## src/rtl/writeback_regfile.sv

```systemverilog
// Writeback stage with an 8 x 16-bit register file.
// Selects load data or the ALU result, commits it to the destination register
// when a write is requested and the stage is not stalled, and registers the
// last written register/value for execute-stage forwarding plus a running
// count of committed writes.
//
// Optional feature, selected by macro WB_BYPASS_EN:
//   defined   -> write-through bypass: a read of the register being written
//                this cycle returns the incoming writeback data immediately.
//   undefined -> reads return the stored (pre-write) value until the edge.
`default_nettype none

module writeback_regfile #(
  parameter logic [15:0] RESET_VALUE = 16'h0000,
  parameter int unsigned COUNT_WIDTH = 16
) (
  input  logic                   clock,
  input  logic                   reset_n,
  input  logic [15:0]            readOutData,
  input  logic [15:0]            aluOutData,
  input  logic                   readoutselect,
  input  logic                   WriteRegp4,
  input  logic [2:0]             RegAddressp4,
  input  logic                   hold,
  input  logic [2:0]             rdAddr1,
  input  logic [2:0]             rdAddr2,
  output logic [15:0]            rdData1,
  output logic [15:0]            rdData2,
  output logic                   fwdValid,
  output logic [2:0]             fwdAddr,
  output logic [15:0]            fwdData,
  output logic [COUNT_WIDTH-1:0] wbCount
);

  localparam int unsigned DATA_W   = 16;
  localparam int unsigned ADDR_W   = 3;
  localparam int unsigned NUM_REGS = 8;

  logic [DATA_W-1:0]      wb_data_c;
  logic                   commit_c;

  logic [DATA_W-1:0]      regs_q [NUM_REGS];
  logic [DATA_W-1:0]      regs_d [NUM_REGS];

  logic                   fwd_valid_q, fwd_valid_d;
  logic [ADDR_W-1:0]      fwd_addr_q,  fwd_addr_d;
  logic [DATA_W-1:0]      fwd_data_q,  fwd_data_d;
  logic [COUNT_WIDTH-1:0] count_q,     count_d;

  // Writeback data mux and commit qualifier (a stall suppresses the write).
  always_comb begin
    wb_data_c = readoutselect ? readOutData : aluOutData;
    commit_c  = WriteRegp4 & ~hold;
  end

  // Next-state for the register array: only the destination changes on commit.
  always_comb begin
    for (int i = 0; i < NUM_REGS; i++) begin
      regs_d[i] = regs_q[i];
    end
    if (commit_c) begin
      regs_d[RegAddressp4] = wb_data_c;
    end
  end

  // Next-state for forwarding info and the commit counter.
  always_comb begin
    fwd_valid_d = 1'b0;
    fwd_addr_d  = fwd_addr_q;
    fwd_data_d  = fwd_data_q;
    count_d     = count_q;
    if (commit_c) begin
      fwd_valid_d = 1'b1;
      fwd_addr_d  = RegAddressp4;
      fwd_data_d  = wb_data_c;
      count_d     = count_q + COUNT_WIDTH'(1);
    end
  end

  // Register array; every entry, including r0, is a real writable register.
  always_ff @(posedge clock or negedge reset_n) begin
    if (!reset_n) begin
      for (int i = 0; i < NUM_REGS; i++) begin
        regs_q[i] <= RESET_VALUE;
      end
    end else begin
      for (int i = 0; i < NUM_REGS; i++) begin
        regs_q[i] <= regs_d[i];
      end
    end
  end

  // Forwarding registers and wrapping commit counter.
  always_ff @(posedge clock or negedge reset_n) begin
    if (!reset_n) begin
      fwd_valid_q <= 1'b0;
      fwd_addr_q  <= '0;
      fwd_data_q  <= '0;
      count_q     <= '0;
    end else begin
      fwd_valid_q <= fwd_valid_d;
      fwd_addr_q  <= fwd_addr_d;
      fwd_data_q  <= fwd_data_d;
      count_q     <= count_d;
    end
  end

  // Two independent combinational read ports, optionally bypassing the write.
  always_comb begin
    rdData1 = regs_q[rdAddr1];
    rdData2 = regs_q[rdAddr2];
`ifdef WB_BYPASS_EN
    if (commit_c && (rdAddr1 == RegAddressp4)) begin
      rdData1 = wb_data_c;
    end
    if (commit_c && (rdAddr2 == RegAddressp4)) begin
      rdData2 = wb_data_c;
    end
`else
`endif
  end

  assign fwdValid = fwd_valid_q;
  assign fwdAddr  = fwd_addr_q;
  assign fwdData  = fwd_data_q;
  assign wbCount  = count_q;

endmodule

`default_nettype wire

```

## config.mk

```make
export PLATFORM = sky130hd
export DESIGN_NAME = writeback_regfile
export DESIGN_NICKNAME = d
export VERILOG_FILES = /design/src/rtl/writeback_regfile.sv
export SDC_FILE = /design/constraint.sdc
export NUM_CORES = 1
export LEC_CHECK = 0
export CAP_MARGIN = 0
export CORE_MARGIN = 2
export CORE_UTILIZATION = 50
export DETAILED_ROUTE_END_ITERATION = 6
export PLACE_DENSITY = 0.82
export SYNTH_ARGS = -nofsm -noshare
export SYNTH_HDL_FRONTEND = slang
export SYNTH_SLANG_ARGS = --single-unit
export TNS_END_PERCENT = 50
```

## constraint.sdc

```tcl
create_clock -name clock -period 1.45 [get_ports clock]
set_input_delay 0.145 -clock clock [delete_from_list [all_inputs] [get_ports clock]]
set_output_delay 0.145 -clock clock [all_outputs]
set_load 0.01 [all_outputs]
```

# After elaboration in Yosys (flattened, before gate mapping)
# Index checks and enable logic that the tools add are counted.
# word_totals
register_bits,164
latch_bits,0
ram_bits,0
romBits,0
inputBits,46
output_inout_bits,68
memories,0
# op_classes
addsub,1
n_mul,0
n_div,0
order_cmp,4
eq_ne,0
shifts,0
n_mux,11
n_bitwise,5
reduce_logical,1
# ops
operator,n
128-bit bitwise mux,1
16-bit binary-select mux with 3-bit select,2
16-bit 2-to-1 mux,6
16-bit demux with 3-bit select,1
16-bit by 1-bit adder with 16-bit output (second input constant),1
4-bit >= comparator (second input constant),3
3-bit inverter with 4-bit output,3
4-bit by 1-bit < comparator with 1-bit output (second input constant),1
1-bit bitwise AND,1
1-bit logical AND,1
1-bit 2-to-1 mux,1
1-bit inverter,1

# Longest topological paths before layout
# Gate-level depths: netlist of run 1.
# depth
depth_word,6
ltp_mapped,8

# Worst setup path before layout of run 1
# OpenSTA, ideal clock, no wires.
# synth_path
kind,reg-to-reg
startpoint,"reg count_q[0], in the netlist wbCount[0]"
endpoint,"reg count_q[14], in the netlist wbCount[14]"
setup_ps,79
arrival_ps,1469
t_required_ps,1371
path_slack_ps,-98
path_stages_with_launch,6
path_buffers,0
cell_sequence,dfrtp_1 -> ha_1 -> nand3_1 -> or3_1 -> nor3_1 -> xor2_1
# synth_between
elab_chain_cells,1
# synth_lines
element,line,text
"start, declared",48,"logic [COUNT_WIDTH-1:0] count_q, count_d;"
"start signal, assigned",104,count_q <= count_d;
16-bit by 1-bit adder with 16-bit output,76,count_d = count_q + COUNT_WIDTH'(1);
# Every way passes these cells.
# A chain may end at the register's enable or synchronous reset.

# Worst setup path in the final report of run 1
# layout_path
startpoint,reg regs_q[77] (netlist name)
endpoint,out rdData1[13]
# layout_between
elab_chain_cells,3
# layout_lines
element,line,text
"start, declared",42,logic [DATA_W-1:0] regs_q [NUM_REGS];
"start signal, assigned by index",88,regs_q[i] <= regs_d[i];
16-bit binary-select mux with 3-bit select,110,rdData1 = regs_q[rdAddr1];
16-bit 2-to-1 mux (not written as such) (2 in a row),110,
"end, declared",27,"output logic [15:0] rdData1,"
# Every way passes these cells. The select of a mux whose other input is x is not followed.

==> results of run 1 <==
## Yosys cell counts (8+ instances only)
cell type / n / area [um^2]
buf_2: 16 / 80.08
clkbuf_1: 18 / 67.56
mux2_2: 32 / 360.4
dfrtp_1: 164 / 4104
mux2i_1: 16 / 160.2
o21ai_1: 29 / 145.1
a21oi_1: 64 / 320.3
xnor2_1: 9 / 78.83
nand3_1: 9 / 45.04
o21ai_0: 53 / 265.3
nand2_1: 92 / 345.3
nor2_1: 68 / 255.2
buf_1: 8 / 30.03
mux4_2: 64 / 1441
## cell type report
class	instances	area, um^2	share of cell area
flip-flops and latches	164	4106	0.3751
multi-input cells	462	3772	0.3446
repair buffers	225	2148	0.1962
clock buffers	20	456.7	0.04171
well taps	216	270.3	0.02469
clock inverters	12	178.9	0.01634
inverters	4	15.01	0.001371
## worst register-to-register path, stage by stage, from the launching register on
cell	delay [ns]
dfrtp_2	0.37
buf_4	0.14
ha_2	0.17
nand3_1	0.08
or3_4	0.37
nor3_2	0.14
xor2_1	0.15
## stage by stage
step                setup TNS, ns  hold slack (ns)  power, mW    util
global placement           -51.75          0.07477      10.28  0.6336
detailed placement         -53.86          0.07785      10.50  0.6336
CTS                        -13.37           0.2008      15.70  0.6890
floorplan                       0          -0.1506      8.431       -
finish                     -13.09           0.1872      15.78  0.6942
global route               -14.55           0.2190      16.54  0.6942
## registers in the layout (all words and copies together), names as in the netlist
name	count
regs_q	128
fwdAddr	3
fwdData	16
fwdValid	1
wbCount	16
## power breakdown
group          total, mW  internal [mW]  switching, mW
sequential          6.30           5.55          0.753
clock               4.83           2.97           1.85
combinational       4.65           2.81           1.84
## kinds of logic after synthesis
group | synth area share
mux | 0.2453
xor+xnor | 0.01643
compound gates | 0.09138
flops | 0.5132
fa+ha+maj | 0.001564
simple gates | 0.09811
buf+inv | 0.03395
## final timing paths
check	from	to	slack, ns	cells after the start
max in group asynchronous	reset_n	wbCount[1]$_DFFE_PN0P_	0.69	3
hold reg to reg	fwdData[5]$_DFFE_PN0P_	fwdData[5]$_DFFE_PN0P_	0.47	2
setup / recovery	regs_q[77]$_DFFE_PN0P_	rdData1[13]	-0.45	3
setup reg to reg	wbCount[1]$_DFFE_PN0P_	wbCount[14]$_DFFE_PN0P_	-0.03	6
min in group clock	RegAddressp4[1]	fwdAddr[1]$_DFFE_PN0P_	0.46	4
hold / removal	reset_n	fwdData[5]$_DFFE_PN0P_	0.19	2
## what timing repair did
item / in CTS / in global routing
endpoints found under the setup margin: 70 / 36
endpoints found under the hold margin: 140 / 0
gates cloned: 0 / 0
resized for setup: 225 / 4
hold buffers: 1 / 0
setup buffers: 17 / 9
## metal layers
metal / share of wire / vias to the layer above / global-route usage / wire length, um
li1: - / 2838 / - / -
met1: 0.38 / 3073 / 0.3248 / 8136
met2: 0.52 / 261 / 0.4613 / 11010
met3: 0.067 / 49 / 0.06189 / 1424
met4: 0.028 / 0 / 0.1252 / 582
met5: 0 / - / 0 / 0
==> summary.md, run 1 <==
| Metric | Value |
|---|---|
| CP Buf/Inv Count | 1 |
| Port Buf Inserts | around 110 |
| Initial Util | 0.5071 |
| Area grow syn2layout | 36.91% |
| Final Cycle Share | 1.308 |
| Vias per cell | 5.640 |
| Die height | approximately 130 um |
| Register area share after synthesis | 0.5132 |
| Routed vias | 6221 |
| Final worst setup slack | -0.4471 ns |
| Worst clock skew | 0.003140 ns |
| Syn Inst Count | 681 |
| Global-route wire length before repair | 34160 um |
| Worst hold path type | input pin to async pin |
| DP Area | 9992 um^2 |
| CTS Root Cell | clkbuf_16 |
| TritonCTS clock tree | built |
| Final global-route overflow total | 0 |
| Routed WL | 21150 um |
| DR WL/cell | 19.18 um |
| CP top delay family | multiplexers |
| Post-DP HPWL | 13580 um |
| Worst Setup Path Type | flop to primary output |
| Min Tclk post-route | around 1.9 ns |
| Layout Cell Area excl Fill | ~11000 um^2 |
| Ys flop type | dfrtp_1 |
| Placed Cells | around 1000 |
| Critical path capture point type | primary output |
| Post-synth ARST share | 1.000 |
| Worst-path clk slew | roughly 0.060 ns |
| # fillers | 1151 |
| Worst-Margin Slew | 0.3811 ns |
| Synthesized area | 7996 um^2 |
| Synth unique cells | 31 |
| Setup Viol. Count Final | 33 |
| Avg Inst Size Synth | 11.74 um^2 |
| Slowest-stage cell, CP | mux4_2 |
| Critical Path, Cell by Cell | mux4_2, mux2_4, buf_6 |
| Final #Nets | 921 |
| Final hold vios | 0 |
| Vias in the first global route | 6635 |
| H-tree depth | 4 |
| Pwr/cell area | about 1400 nW/um^2 |
| RSZ-0062 raised after global routing | true |
| Peak Freq | 527.1 MHz |
| Crit path DAT | 1.75 ns |
| Skew-Pair Late Insertion Delay | 0.43 ns |
| Iter 0 DRT Violations | 586 |
| Most common cell after layout, fill and taps aside | dfrtp_1 |
| TritonRoute pass-1 iters | 5 |
| Worst setup SP type | flop |
| Synth warnings | 0 |
| Clock sinks | between 150 and 200 |
| Post-synthesis register bit count | 164 |
| Row cnt | 46 |
| Final std cells w/o fill | 1103 |
| Die width | 130.5 um |
| Dpl ws | -0.7126 ns |
| Max-cap violations | 0 |
| IO Count | 114 |
| Total track usage | 0.2685 |
| Commonest non-fill, non-tap cells in the layout | 162 x dfrtp_1, 96 x buf_4, 92 x nand2_1 |
| Core area | approximately 16000 um^2 |
| Peak VDD IR | 1028 uV |
| Req. time, crit path | approximately 1.3 ns |
| TritonCTS Buffers | 17 |
| Failing checks | negative setup slack |
| Max Buffers Root-to-Sink | 2 |
| Antenna cells | 0 |
| Fin. max-slew vios | 0 |
| ANT nets after route | 0 |
| CP Max Fanout | 3 |
| Status | finished with violations |
| Leak | 4.986 nW |
| Slew HR | 0.7460 |
| Largest net degree at the start of global routing | 49 |
| Gpl congestion | 0.7671 |
| Post-synth EDFFs | 0 |
| Synthesized Nets | roughly 730 |
| Full die area | between 15000 and 20000 um^2 |
| Residual DRC | 0 |
| Fraction of layout cells with a size suffix above 1 | 0.3224 |
| Crit-path max cell delay | 0.49 ns |
| Initial antenna violation count | 0 |
No activity file was read; power rests on OpenSTA's default activity.
==> run 2, diff against run 1 <==
--- a/config.mk
+++ b/config.mk
@@ -5,11 +5,13 @@
 export SDC_FILE = /design/constraint.sdc
 export NUM_CORES = 1
 export LEC_CHECK = 0
-export CAP_MARGIN = 0
+export CAP_MARGIN = 20
 export CORE_MARGIN = 2
 export CORE_UTILIZATION = 50
 export DETAILED_ROUTE_END_ITERATION = 6
+export GPL_TIMING_DRIVEN = 0
 export PLACE_DENSITY = 0.82
+export SLEW_MARGIN = 20
 export SYNTH_ARGS = -nofsm -noshare
 export SYNTH_HDL_FRONTEND = slang
 export SYNTH_SLANG_ARGS = --single-unit
==> run 2 against run 1 <==
Compared with the run above:
- the run still ends with negative setup slack left
- cell area is 2.6% lower
- count of clock-buffer cells in the layout is 2 lower
- maximum frequency is 2.5% lower
- register-to-register slack hardly changed
- hold slack worse by 0.0031 ns
- sequential share of layout area is 1.1 points higher
- worst setup slack worse by 0.048 ns
- sequential power is 1% higher
- power is 0.51% lower
- combinational power is 3% lower
- first-iteration DRC count is 49% higher
- highest routed layer unchanged
==> summary.md, run 2 (synthesized netlist as in run 1, its figures left out) <==
| Metric | Value |
|---|---|
| Total track usage | 0.3108 (+0.04228) |
| # fillers | 1110 (-3.6%) |
| M1 GR Usage | 0.3810 (+0.05615) |
| Slowest-stage cell, CP | mux4_2 |
| Switching Share | 0.2962 (+0.01443) |
| Met2 Use GR | 0.5140 (+0.05266) |
| Residual DRC | 0 (unchanged) |
| Clock share of power | 0.307 (about the same) |
| Port Buf Inserts | 108 (-4.4%) |
| Skew-Pair Late Insertion Delay | 0.44 ns (about the same) |
| IO Count | 114 (unchanged) |
| Post-DP HPWL | 15490 um (+14%) |
| Multi-input logic area | 3856 um^2 (+2.2%) |
| Gpl congestion | 0.8504 (+11%) |
| Sequential Power Share | 0.406 (+0.007) |
| Max-cap violations | 0 (unchanged) |
| Vias per cell | 6.281 (+11%) |
| Worst-Margin Slew | 0.9399 ns (+0.5588 ns) |
| Min Tclk post-route | 1.945 ns (+0.04837 ns) |
| Iter 0 DRT Violations | 872 (+49%) |
| CTS Root Cell | clkbuf_16 |
| Pwr/cell area | 1472 nW/um^2 (+2.2%) |
| Peak VDD IR | 1191 uV (+16%) |
| GRT met3 Usage | 0.08591 (+0.02402) |
| Die height | 130.5 um (unchanged) |
| Status | finished with violations |
| Fin. max-slew vios | 0 (unchanged) |
| Final hold vios | 0 (unchanged) |
| Routed WL | 25500 um (+21%) |
| Final #Nets | 891 (-3.3%) |
| Critical Path, Cell by Cell | mux4_2, mux2_4, buf_6 |
| Register Area | 4111 um^2 (+0.12%) |
| Max Buffers Root-to-Sink | 2 (unchanged) |
| Peak Freq | 514.0 MHz (-2.5%) |
| Final Cycle Share | 1.342 (+0.03336) |
| Clock sinks | 164 (unchanged) |
| CP Max Fanout | 3 (unchanged) |
| Worst hold path type | input pin to flop |
| Max reg flops | 128 (unchanged) |
| Global-route wire length before repair | 38720 um (+13%) |
| Leak | 4.793 nW (-3.9%) |
| Worst clock skew | 0.006454 ns (+0.003314 ns) |
| RSZ-0062 raised after global routing | true |
| Worst setup SP type | flop |
| Largest net degree at the start of global routing | 86 (+76%) |
| CP Buf/Inv Count | 1 (unchanged) |
| Full die area | 17020 um^2 (unchanged) |
| Slew HR | 0.3555 (-0.3905) |
| Initial Util | 0.5071 (unchanged) |
| Routed vias | 6739 (+8.3%) |
| H-tree depth | 4 (unchanged) |
| Final global-route overflow total | 0 (unchanged) |
| Critical path capture point type | primary output |
| DR WL/cell | 23.77 um (+24%) |
| Row cnt | 46 (unchanged) |
| Dpl ws | -1.276 ns (-0.5636 ns) |
| TritonRoute pass-1 iters | 5 (unchanged) |
| Worst-path clk slew | 0.07 ns (about the same) |
| CP top delay family | multiplexers |
| ANT nets after route | 0 (unchanged) |
| Setup Viol. Count Final | 34 (+3.0%) |
| Sw Pwr | 4.649 mW (+4.6%) |
| Core area | 15770 um^2 (unchanged) |
| Area grow syn2layout | 33.31% |
| Die width | 130.5 um (unchanged) |
| Fraction of layout cells with a size suffix above 1 | 0.3224 (about the same) |
| TritonCTS Buffers | 17 (unchanged) |
| Crit path DAT | 1.80 ns (+0.05 ns) |
| Req. time, crit path | 1.31 ns (about the same) |
| Most common cell after layout, fill and taps aside | dfrtp_1 |
| Crit-path max cell delay | 0.52 ns (+0.03 ns) |
| TNS Setup | -13.84 ns (-0.7488 ns) |
| Commonest non-fill, non-tap cells in the layout | 158 x dfrtp_1, 92 x nand2_1, 67 x nor2_1 |
| Worst Setup Path Type | flop to primary output |
| Largest Register | regs_q |
| TritonCTS clock tree | built |
| Initial antenna violation count | 1 (+1) |
| Failing checks | negative setup slack |
| Vias in the first global route | 7012 (+5.7%) |
| Final worst setup slack | -0.4955 ns (-0.04837 ns) |
| Busiest grt layer | met2 |
| Internal Power | 11.05 mW (-2.5%) |
| Combinational share of power | 0.287 (-0.008) |
-- run 2: cell count changes in the layout (fill, tap and decap cells not counted), moves of 5 or more --
| cell | before | now |
|---|---|---|
| clkdlybuf4s50_1 | 42 | 32 |
| clkbuf_4 | 0 | 5 |
| clkbuf_2 | 0 | 7 |
| dlygate4sd2_1 | 36 | 41 |
| mux2i_2 | 0 | 8 |
| buf_12 | 15 | 0 |
| buf_4 | 96 | 49 |
| buf_6 | 33 | 42 |
| mux2i_1 | 16 | 6 |
-- run 2: path summary, 6_finish.rpt --
check	from	to	slack [ns]	cells past startpoint
worst max-delay path	regs_q[31]$_DFFE_PN0P_	rdData1[15]	-0.50	3
worst min-delay path	RegAddressp4[0]	fwdAddr[0]$_DFFE_PN0P_	0.18	3
worst max register to register	wbCount[2]$_DFFE_PN0P_	wbCount[15]$_DFFE_PN0P_	-0.04	5
worst min register to register	fwdData[4]$_DFFE_PN0P_	fwdData[4]$_DFFE_PN0P_	0.47	2
max in group asynchronous	reset_n	wbCount[1]$_DFFE_PN0P_	0.27	3
min in group asynchronous	reset_n	regs_q[114]$_DFFE_PN0P_	0.30	2
-- run 2: timing repair --
action                                  4_1_cts  5_1_grt
endpoints found under the setup margin      202       95
hold buffers                                  1        0
buffers inserted                             13       21
resized for setup                           304       19
hold endpoints to repair                     79        0
pin swaps                                     1        4
-- run 2: area by class of cell --
| cell class | count | area share |
|---|---|---|
| Sequential cell | 164 | 0.3857 |
| Multi-Input combinational cell | 462 | 0.3617 |
| Timing Repair Buffer | 144 | 0.1288 |
| Clock buffer | 18 | 0.04120 |
| Buffer | 51 | 0.03838 |
| Tap cell | 216 | 0.02535 |
| Clock inverter | 13 | 0.01725 |
| Inverter | 4 | 0.001408 |
| Antenna cell | 1 | 0.0002347 |
-- run 2: worst reg2reg max path: cells and delay by family (launching register included) --
kind	cells	cell delay [ns]
xor gates and xnor gates	1	0.14
DFF	1	0.42
and+or+nand+nor	3	0.63
buffers and inverters	1	0.20
-- run 2: per-layer routing --
metal  share of wire  wire, um
met5               0         0
met3           0.099      2531
met4           0.037       950
met1            0.36      9093
met2            0.51     12930
-- run 2: per-stage QoR --
stage	power, mW	utilization	std cells	hold WS, ns	cell area, um^2
after floorplan	8.431	-	681	-0.1506	8006
after global placement	9.951	0.5934	1005	0.4613	9358
after detailed placement	10.16	0.5954	1006	0.1814	9390
after CTS	15.28	0.6618	1051	0.2100	10440
after global routing	16.31	0.6760	1073	0.2326	10660
final	15.70	0.6760	1073	0.1841	10660
-- run 2: power groups by stage --
stage	logic (mW)	clock network (mW)	registers [mW]
after floorplan	2.22	0	6.21
after CTS	4.17	4.79	6.33
after detailed placement	3.79	0	6.38
after global placement	3.67	0	6.29
final	4.51	4.82	6.37
after global routing	4.83	5.01	6.46
==> run 3, diff against run 2 <==
--- a/config.mk
+++ b/config.mk
@@ -9,7 +9,6 @@
 export CORE_MARGIN = 2
 export CORE_UTILIZATION = 50
 export DETAILED_ROUTE_END_ITERATION = 6
-export GPL_TIMING_DRIVEN = 0
 export PLACE_DENSITY = 0.82
 export SLEW_MARGIN = 20
 export SYNTH_ARGS = -nofsm -noshare
==> results of run 3 <==
The final DEF is identical to that of run 1; final timing and power are the same.
